==> config.mk <==
export PLATFORM = sky130hd
export DESIGN_NAME = blink_code_gen
export DESIGN_NICKNAME = d
export VERILOG_FILES = /design/src/rtl/blink_code_gen.sv
export SDC_FILE = /design/constraint.sdc
export NUM_CORES = 1
export LEC_CHECK = 0
export BUFFER_PORTS_ARGS = -buffer_cell sky130_fd_sc_hd__buf_2
export CAP_MARGIN = 30
export CORE_MARGIN = 2
export CORE_UTILIZATION = 42
export CTS_BUF_LIST = sky130_fd_sc_hd__clkbuf_4
export CTS_CLUSTER_SIZE = 8
export DETAILED_ROUTE_END_ITERATION = 6
export PLACE_DENSITY = 0.64
export REMOVE_ABC_BUFFERS = 1
export SETUP_SLACK_MARGIN = 0.1
export SLEW_MARGIN = 40
export SYNTH_ARGS = -nofsm -noshare
export SYNTH_HDL_FRONTEND = slang
export SYNTH_SLANG_ARGS = --single-unit
==> constraint.sdc <==
create_clock -name clk -period 6.55 [get_ports clk]
set_clock_uncertainty 0.2 [all_clocks]
set_input_delay 1.31 -clock clk [delete_from_list [all_inputs] [get_ports clk]]
set_output_delay 1.31 -clock clk [all_outputs]
set_load 0.005 [all_outputs]
==> src/rtl/blink_code_gen.sv <==
// Status-code LED blinker: N blinks, then a gap; code 0 turns the LED off.
// Define BLINK_CODE_REPEAT_EN to loop the pattern until the next load.
module blink_code_gen #(
  parameter int TICK_DIV  = 25000,
  parameter int ON_TICKS  = 4,
  parameter int OFF_TICKS = 4,
  parameter int GAP_TICKS = 16
) (
  input  logic       clk,
  input  logic       rst_n,
  input  logic [2:0] code_in,
  input  logic       code_valid,
  output logic       busy,
  output logic       led
);

  localparam logic [19:0] TICK_MAX = 20'(TICK_DIV - 1);
  localparam logic [7:0]  ON_LAST  = 8'(ON_TICKS - 1);
  localparam logic [7:0]  OFF_LAST = 8'(OFF_TICKS - 1);
  localparam logic [7:0]  GAP_LAST = 8'(GAP_TICKS - 1);

  typedef enum logic [1:0] {
    S_IDLE,
    S_ON,
    S_OFF,
    S_GAP
  } state_e;

  state_e      state_q;
  logic [19:0] tick_q, tick_d;
  logic [7:0]  st_q;
  logic [2:0]  blink_q;
  logic [2:0]  code_q;
  logic        led_q;
  logic        busy_q;
  logic        tick;

  assign tick = (tick_q == TICK_MAX);
  assign led  = led_q;
  assign busy = busy_q;

  always_comb begin
    tick_d = tick_q + 20'd1;
    if (code_valid || tick) begin
      tick_d = '0;
    end
  end

  // A load wins over any tick-driven move in the same cycle.
  always_ff @(posedge clk or negedge rst_n) begin
    if (!rst_n) begin
      state_q <= S_IDLE;
      tick_q  <= '0;
      st_q    <= '0;
      blink_q <= '0;
      code_q  <= '0;
      led_q   <= 1'b0;
      busy_q  <= 1'b0;
    end else begin
      tick_q <= tick_d;
      if (code_valid) begin
        code_q  <= code_in;
        st_q    <= '0;
        blink_q <= '0;
        if (code_in != 3'd0) begin
          state_q <= S_ON;
          led_q   <= 1'b1;
          busy_q  <= 1'b1;
        end else begin
          state_q <= S_IDLE;
          led_q   <= 1'b0;
          busy_q  <= 1'b0;
        end
      end else if (tick) begin
        unique case (state_q)
          S_IDLE: begin
            st_q <= '0;
          end
          S_ON: begin
            if (st_q == ON_LAST) begin
              st_q  <= '0;
              led_q <= 1'b0;
              if (blink_q == code_q - 3'd1) begin
                state_q <= S_GAP;
              end else begin
                blink_q <= blink_q + 3'd1;
                state_q <= S_OFF;
              end
            end else begin
              st_q <= st_q + 8'd1;
            end
          end
          S_OFF: begin
            if (st_q == OFF_LAST) begin
              st_q    <= '0;
              state_q <= S_ON;
              led_q   <= 1'b1;
            end else begin
              st_q <= st_q + 8'd1;
            end
          end
          S_GAP: begin
            if (st_q == GAP_LAST) begin
              st_q <= '0;
`ifdef BLINK_CODE_REPEAT_EN
              blink_q <= '0;
              state_q <= S_ON;
              led_q   <= 1'b1;
`else
              state_q <= S_IDLE;
              busy_q  <= 1'b0;
`endif
            end else begin
              st_q <= st_q + 8'd1;
            end
          end
        endcase
      end
    end
  end

endmodule

==> impl_metrics.ini, run 1 <==
[outcome]
outcome = finished clean

[logic_synthesis]
netlist-cell-type-count = 50
postSynthAreaPerCell_um2 = 10.0
synthesis.area_mm2 = 0.00210
synth_sequential_area_ratio_pct = 45.4
synth-async-reset-ratio_pct = 100
synth-edff-count = 0
synthesis.yosys.warnings = 0
synth_ff_type = sky130_fd_sc_hd__dfrtp_1
post_synthesis_cells = 209
flip_flop_and_latch_count_after_synthesis = 38

[cells_and_area]
final_common_cell = sky130_fd_sc_hd__dfrtp_1
finalCoreUtilization_pct = 47.4
finalNetCount = 233
area_growth_pct = 7.46
layout-drive-gt1-share_pct = 11.9
layout.cells.most_common_list = sky130_fd_sc_hd__dfrtp_1 (38), sky130_fd_sc_hd__nor2_1 (28), sky130_fd_sc_hd__nand3_1 (18)
num_antenna_cells = 0

[global_routing]
grt_max_degree = 39
grtUsageMet3_pct = 2.95
grtUsageTotal_pct = 16.2
global_route_wire_length_before_repair_um = 6950
grt_pass1_vias = 1510
global_route.usage.met2_pct = 25.0
antenna_found_initial = 0
grt_most_used_layer = met2
globalRouteMet1Util_pct = 22.2
grt_overflow = 0

[clock_network]
later_pin_clock_latency_in_the_skew_report_ns = 0.35
tritoncts = done
tritoncts_num_sinks = 38
cts.root.buffer_cell = sky130_fd_sc_hd__clkbuf_4
cts_resized = 0
quantity_of_hold_fixing_buffers_added_after_cts = 0
cts-root-to-sink-buffers = 2
cts-buffers-inserted = 5
cts.repair_timing.setup_buffer_count = 0
cts-htree-levels = 2
cts.reportedPaths.clkPinSlew_ns = 0.12

[timing]
setup_viol = 0
rsz0062_at_grt = false
final.hold.worst_slack_ns = 0.295
finalMaxSlewViolations = 0
fin_tns_setup_ns = 0
hold_viol = 0
final_period_util_pct = 40.9
timing.fmax_mhz = 373
time_the_final_worst_path_needs_with_i_o_delays_and_setup_ns = 2.68
pin_slew_with_the_least_headroom_to_its_limit_ns = 0.677
maxSlewHeadroom_pct = 54.5

[detailed_routing]
drtAntennaViolNets = 0
drt_iter0_markers = 82
routed_wire_length_per_instance_um = 13.7
via_per_inst = 5.27
routed_wirelength_um = 3930
post-route-drc-count = 0
detailroute.via_count = 1507
detail_route.first_pass.iterations = 4

[critical_path]
startpoint = code_valid
worst-setup-path-type = input pin to flop
kind_of_end_point_of_the_critical_path = flop
cp_data_arrival_time_ns = 2.73
timing.rr.start = tick_q[0]$_DFF_PN0_
cp_data_required_time_ns = 6.60
critical_path.max_fanout = 23
critPathLaunchType = input pin

[power]
power.density_cell_area_mw_per_mm2 = 230
p_leak_uw = 0.00104
total_power_draw_uw = 519
vdd_drop_max_v = 0.0000738

[floorplanning]
area_of_the_core_region_mm2 = 0.00475
top_level_ports = 8
start_util_pct = 44.1
die-height_um = 74.6
fp.dieArea_mm2 = 0.00557
die_width_um = 74.6
rows = 25

[placement]
detailedPlacementHpwl_um = 2720
gp_routability_congestion = 0.790
io_buffer_count = 7

[min_path]
hold_start = tick_q[0]$_DFF_PN0_
holdCritPathClass = flop to flop

[flow_run]
cap_violations = 0
where the power goes:
group | internal, uW | switching [uW] | total [uW]
Combinational | 63.4 | 70.8 | 134
Clock | 38.7 | 78.6 | 117
Sequential | 250 | 17.3 | 267
area by class of cell:
| cell class | count | area [um^2] |
|---|---|---|
| clock inverters | 2 | 10.0 |
| repair buffers | 8 | 45.0 |
| fillers | 480 | 2500 |
| multi-input cells | 162 | 1110 |
| inverters | 4 | 15.0 |
| well taps | 67 | 83.8 |
| flip-flops and latches | 38 | 951 |
| clock buffers | 5 | 37.5 |
state kept, by name, summed over array words and instances, names as in the netlist:
name     cells
busy         1
code_q       3
led          1
state_q      2
blink_q      3
tick_q      20
st_q         8
per-layer routing:
metal	up-vias	routed length (um)
met5	-	0
met1	712	2040
met4	0	78
li1	767	-
met2	21	1720
met3	7	93
final timing paths:
kind,end,slack [ns],cells after the start
max,state_q[1]$_DFFE_PN0P_,3.87,4
min,tick_q[0]$_DFF_PN0_,0.30,1
max reg2reg,state_q[1]$_DFFE_PN0P_,4.08,6
min in group asynchronous,tick_q[15]$_DFF_PN0_,0.70,1
min reg2reg,tick_q[0]$_DFF_PN0_,0.30,1
max in group asynchronous,tick_q[11]$_DFF_PN0_,5.09,1
cell families (layout without fill, tap and decap cells):
kind of cell | after synthesis | in the layout | share of synthesized area, %
xor+xnor | 22 | 22 | 9.91
buf+inv | 9 | 19 | 1.67
simple gates | 100 | 100 | 25.7
compound gates | 28 | 28 | 10.4
fa+ha+maj | 8 | 8 | 4.78
flops | 38 | 38 | 45.4
mux | 4 | 4 | 2.21
worst max-delay path: stages:
cell,delay (ns)
sky130_fd_sc_hd__buf_2,0.31
sky130_fd_sc_hd__o21ba_1,0.35
sky130_fd_sc_hd__or3_4,0.46
sky130_fd_sc_hd__mux2_4,0.30
stage by stage:
stage / instances / setup slack (ns) / instance area (um^2)
after global placement: 279 / 3.50 / 2200
after floorplan: 204 / 3.97 / 2080
final: 286 / 3.87 / 2250
after CTS: 286 / 3.87 / 2250
after detailed placement: 279 / 3.49 / 2200
after global routing: 286 / 3.82 / 2250
synthesized netlist by cell type (all sizes together), types with 2 or more instances:
library cell | instances | area [um^2]
dfrtp | 38 | 951
nor2 | 28 | 105
nand3 | 18 | 90.1
xor2 | 14 | 123
and3 | 12 | 75.1
nand2 | 12 | 45.0
ha | 8 | 100
o21ai | 7 | 35.0
xnor2 | 7 | 61.3
clkbuf | 4 | 15.0
inv | 4 | 15.0
nand2b | 4 | 25.0
nor4 | 4 | 31.3
nand4 | 3 | 18.8
nor3 | 3 | 15.0
nor3b | 3 | 27.5
or4 | 3 | 26.3
a21oi | 2 | 10.0
a221o | 2 | 20.0
and2 | 2 | 15.0
and4 | 2 | 17.5
mux2 | 2 | 26.3
mux2i | 2 | 20.0
nor2b | 2 | 12.5
o21bai | 2 | 15.0
o311a | 2 | 20.0
o31ai | 2 | 20.0
Note: power is estimated with default switching activity, not from simulation.
==> run 2, diff against run 1 <==
==> constraint.sdc (replaced) <==
create_clock -name clk -period 2.7 [get_ports clk]
set_clock_uncertainty 0.2 [all_clocks]
set_input_delay 0.54 -clock clk [delete_from_list [all_inputs] [get_ports clk]]
set_output_delay 0.54 -clock clk [all_outputs]
set_load 0.005 [all_outputs]
==> impl_metrics.ini, run 2 (same netlist as run 1, synthesis figures left out) <==
[cells_and_area]
area_growth_pct = 9.67
flip_flop_count_of_the_largest_register_after_layout = 20
final_common_cell = sky130_fd_sc_hd__dfrtp_1
top_regs = tick_q (20), st_q (8)
layout.cells.most_common_list = sky130_fd_sc_hd__dfrtp_1 (38), sky130_fd_sc_hd__nor2_1 (28), sky130_fd_sc_hd__nand3_1 (18)
registers.top_by_ff_count = tick_q
num_antenna_cells = 0
finalNetCount = 238
layout-drive-gt1-share_pct = 13.3

[detailed_routing]
post-route-drc-count = 0
drtAntennaViolNets = 0
detail_route.first_pass.iterations = 4
via_per_inst = 5.23
detailroute.via_count = 1526
routed_wire_length_per_instance_um = 13.4
routed_wirelength_um = 3910
drt_iter0_markers = 44

[clock_network]
tritoncts_num_sinks = 38
cts-htree-levels = 2
tritoncts = done
cts_resized = 0
cts-root-to-sink-buffers = 2
later_pin_clock_latency_in_the_skew_report_ns = 0.34
cts.root.buffer_cell = sky130_fd_sc_hd__clkbuf_4
cts.reportedPaths.clkPinSlew_ns = 0.11
cts-buffers-inserted = 5

[timing]
hold_viol = 0
finalMaxSlewViolations = 0
final_period_util_pct = 86.3
time_the_final_worst_path_needs_with_i_o_delays_and_setup_ns = 2.33
maxSlewHeadroom_pct = 55.8
setup_viol = 0
rsz0062_at_grt = false
pin_slew_with_the_least_headroom_to_its_limit_ns = 0.661
timing.fmax_mhz = 429
fin_tns_setup_ns = 0

[global_routing]
grt_max_degree = 39
grtUsageTotal_pct = 15.9
antenna_found_initial = 0
grt_overflow = 0
grt_pass1_vias = 1494
global_route_wire_length_before_repair_um = 6750

[floorplanning]
fp.dieArea_mm2 = 0.00557
start_util_pct = 44.1
rows = 25
die_width_um = 74.6
die-height_um = 74.6
top_level_ports = 8
area_of_the_core_region_mm2 = 0.00475

[placement]
io_buffer_count = 7
detailedPlacementHpwl_um = 2860
gp_routability_congestion = 0.793

[critical_path]
critPathLaunchType = flop
cp_data_required_time_ns = 2.74
cp_data_arrival_time_ns = 2.36
worst-setup-path-type = flop to flop
critical_path.max_fanout = 10
kind_of_end_point_of_the_critical_path = flop

[power]
power.density_cell_area_mw_per_mm2 = 548
total_power_draw_uw = 1260
p_leak_uw = 0.00107
vdd_drop_max_v = 0.000202

[flow_run]
cap_violations = 0

[min_path]
holdCritPathClass = input pin to flop

[outcome]
outcome = finished clean
[run 2: cell count changes in the layout (fill, tap and decap cells not counted), sizes merged]
cell,previous run,this run
dlygate4sd3,0,1
clkbuf,5,6
buf,8,12
[run 2: area by class of cell]
class,count,area [um^2]
clock inverters,2,8.76
repair buffers,13,85.1
well taps,67,83.8
flip-flops and latches,38,951
multi-input cells,162,1110
inverters,4,15.0
fillers,460,2460
clock buffers,6,45.0
[run 2: final timing paths]
kind | startpoint | to | slack (ns) | cells after the start
worst max-delay path | st_q[5]$_DFFE_PN0N_ | st_q[4]$_DFFE_PN0N_ | 0.37 | 5
worst min-delay path | code_in[1] | code_q[1]$_DFFE_PN0P_ | 0.24 | 3
worst max register to register | st_q[5]$_DFFE_PN0N_ | st_q[4]$_DFFE_PN0N_ | 0.37 | 5
worst min register to register | tick_q[0]$_DFF_PN0_ | tick_q[0]$_DFF_PN0_ | 0.31 | 1
max in group asynchronous | rst_n | code_q[2]$_DFFE_PN0P_ | 1.47 | 2
min in group asynchronous | rst_n | st_q[0]$_DFFE_PN0N_ | 0.49 | 2
[run 2: stage by stage]
stage	util [%]	std cells	worst slack (ns)	hold WS (ns)	cell area, um^2
floorplan	-	204	0.229	0.0444	2080
global placement	46.9	283	0.441	0.274	2230
detailed placement	47.0	283	0.396	0.292	2230
CTS	48.3	292	0.381	0.237	2300
global route	48.3	292	0.240	0.228	2300
finish	48.3	292	0.371	0.241	2300
[run 2: critical path: stages (launching register included)]
cell and delay [ns]:
sky130_fd_sc_hd__dfrtp_1 0.45, sky130_fd_sc_hd__or4_1 0.59, sky130_fd_sc_hd__o31ai_2 0.28, sky130_fd_sc_hd__a211oi_2 0.20, sky130_fd_sc_hd__and2_4 0.21, sky130_fd_sc_hd__a221o_1 0.29
[run 2: what timing repair did]
action / in CTS / in global routing
hold buffers: 1 / 0
buffers inserted: 0 / 0
hold endpoints to repair: 38 / 0
[run 2: power breakdown]
part / internal, uW / switching, uW
registers: 606 / 36.5
clock network: 108 / 183
logic: 157 / 170
total: 871 / 389
[run 2: layer usage]
metal	vias up	GRT usage (%)	routed length, um
li1	778	-	-
met1	728	20.5	2030
met3	6	4.02	74
met4	0	6.75	77
met5	-	0	0
met2	14	25.6	1730
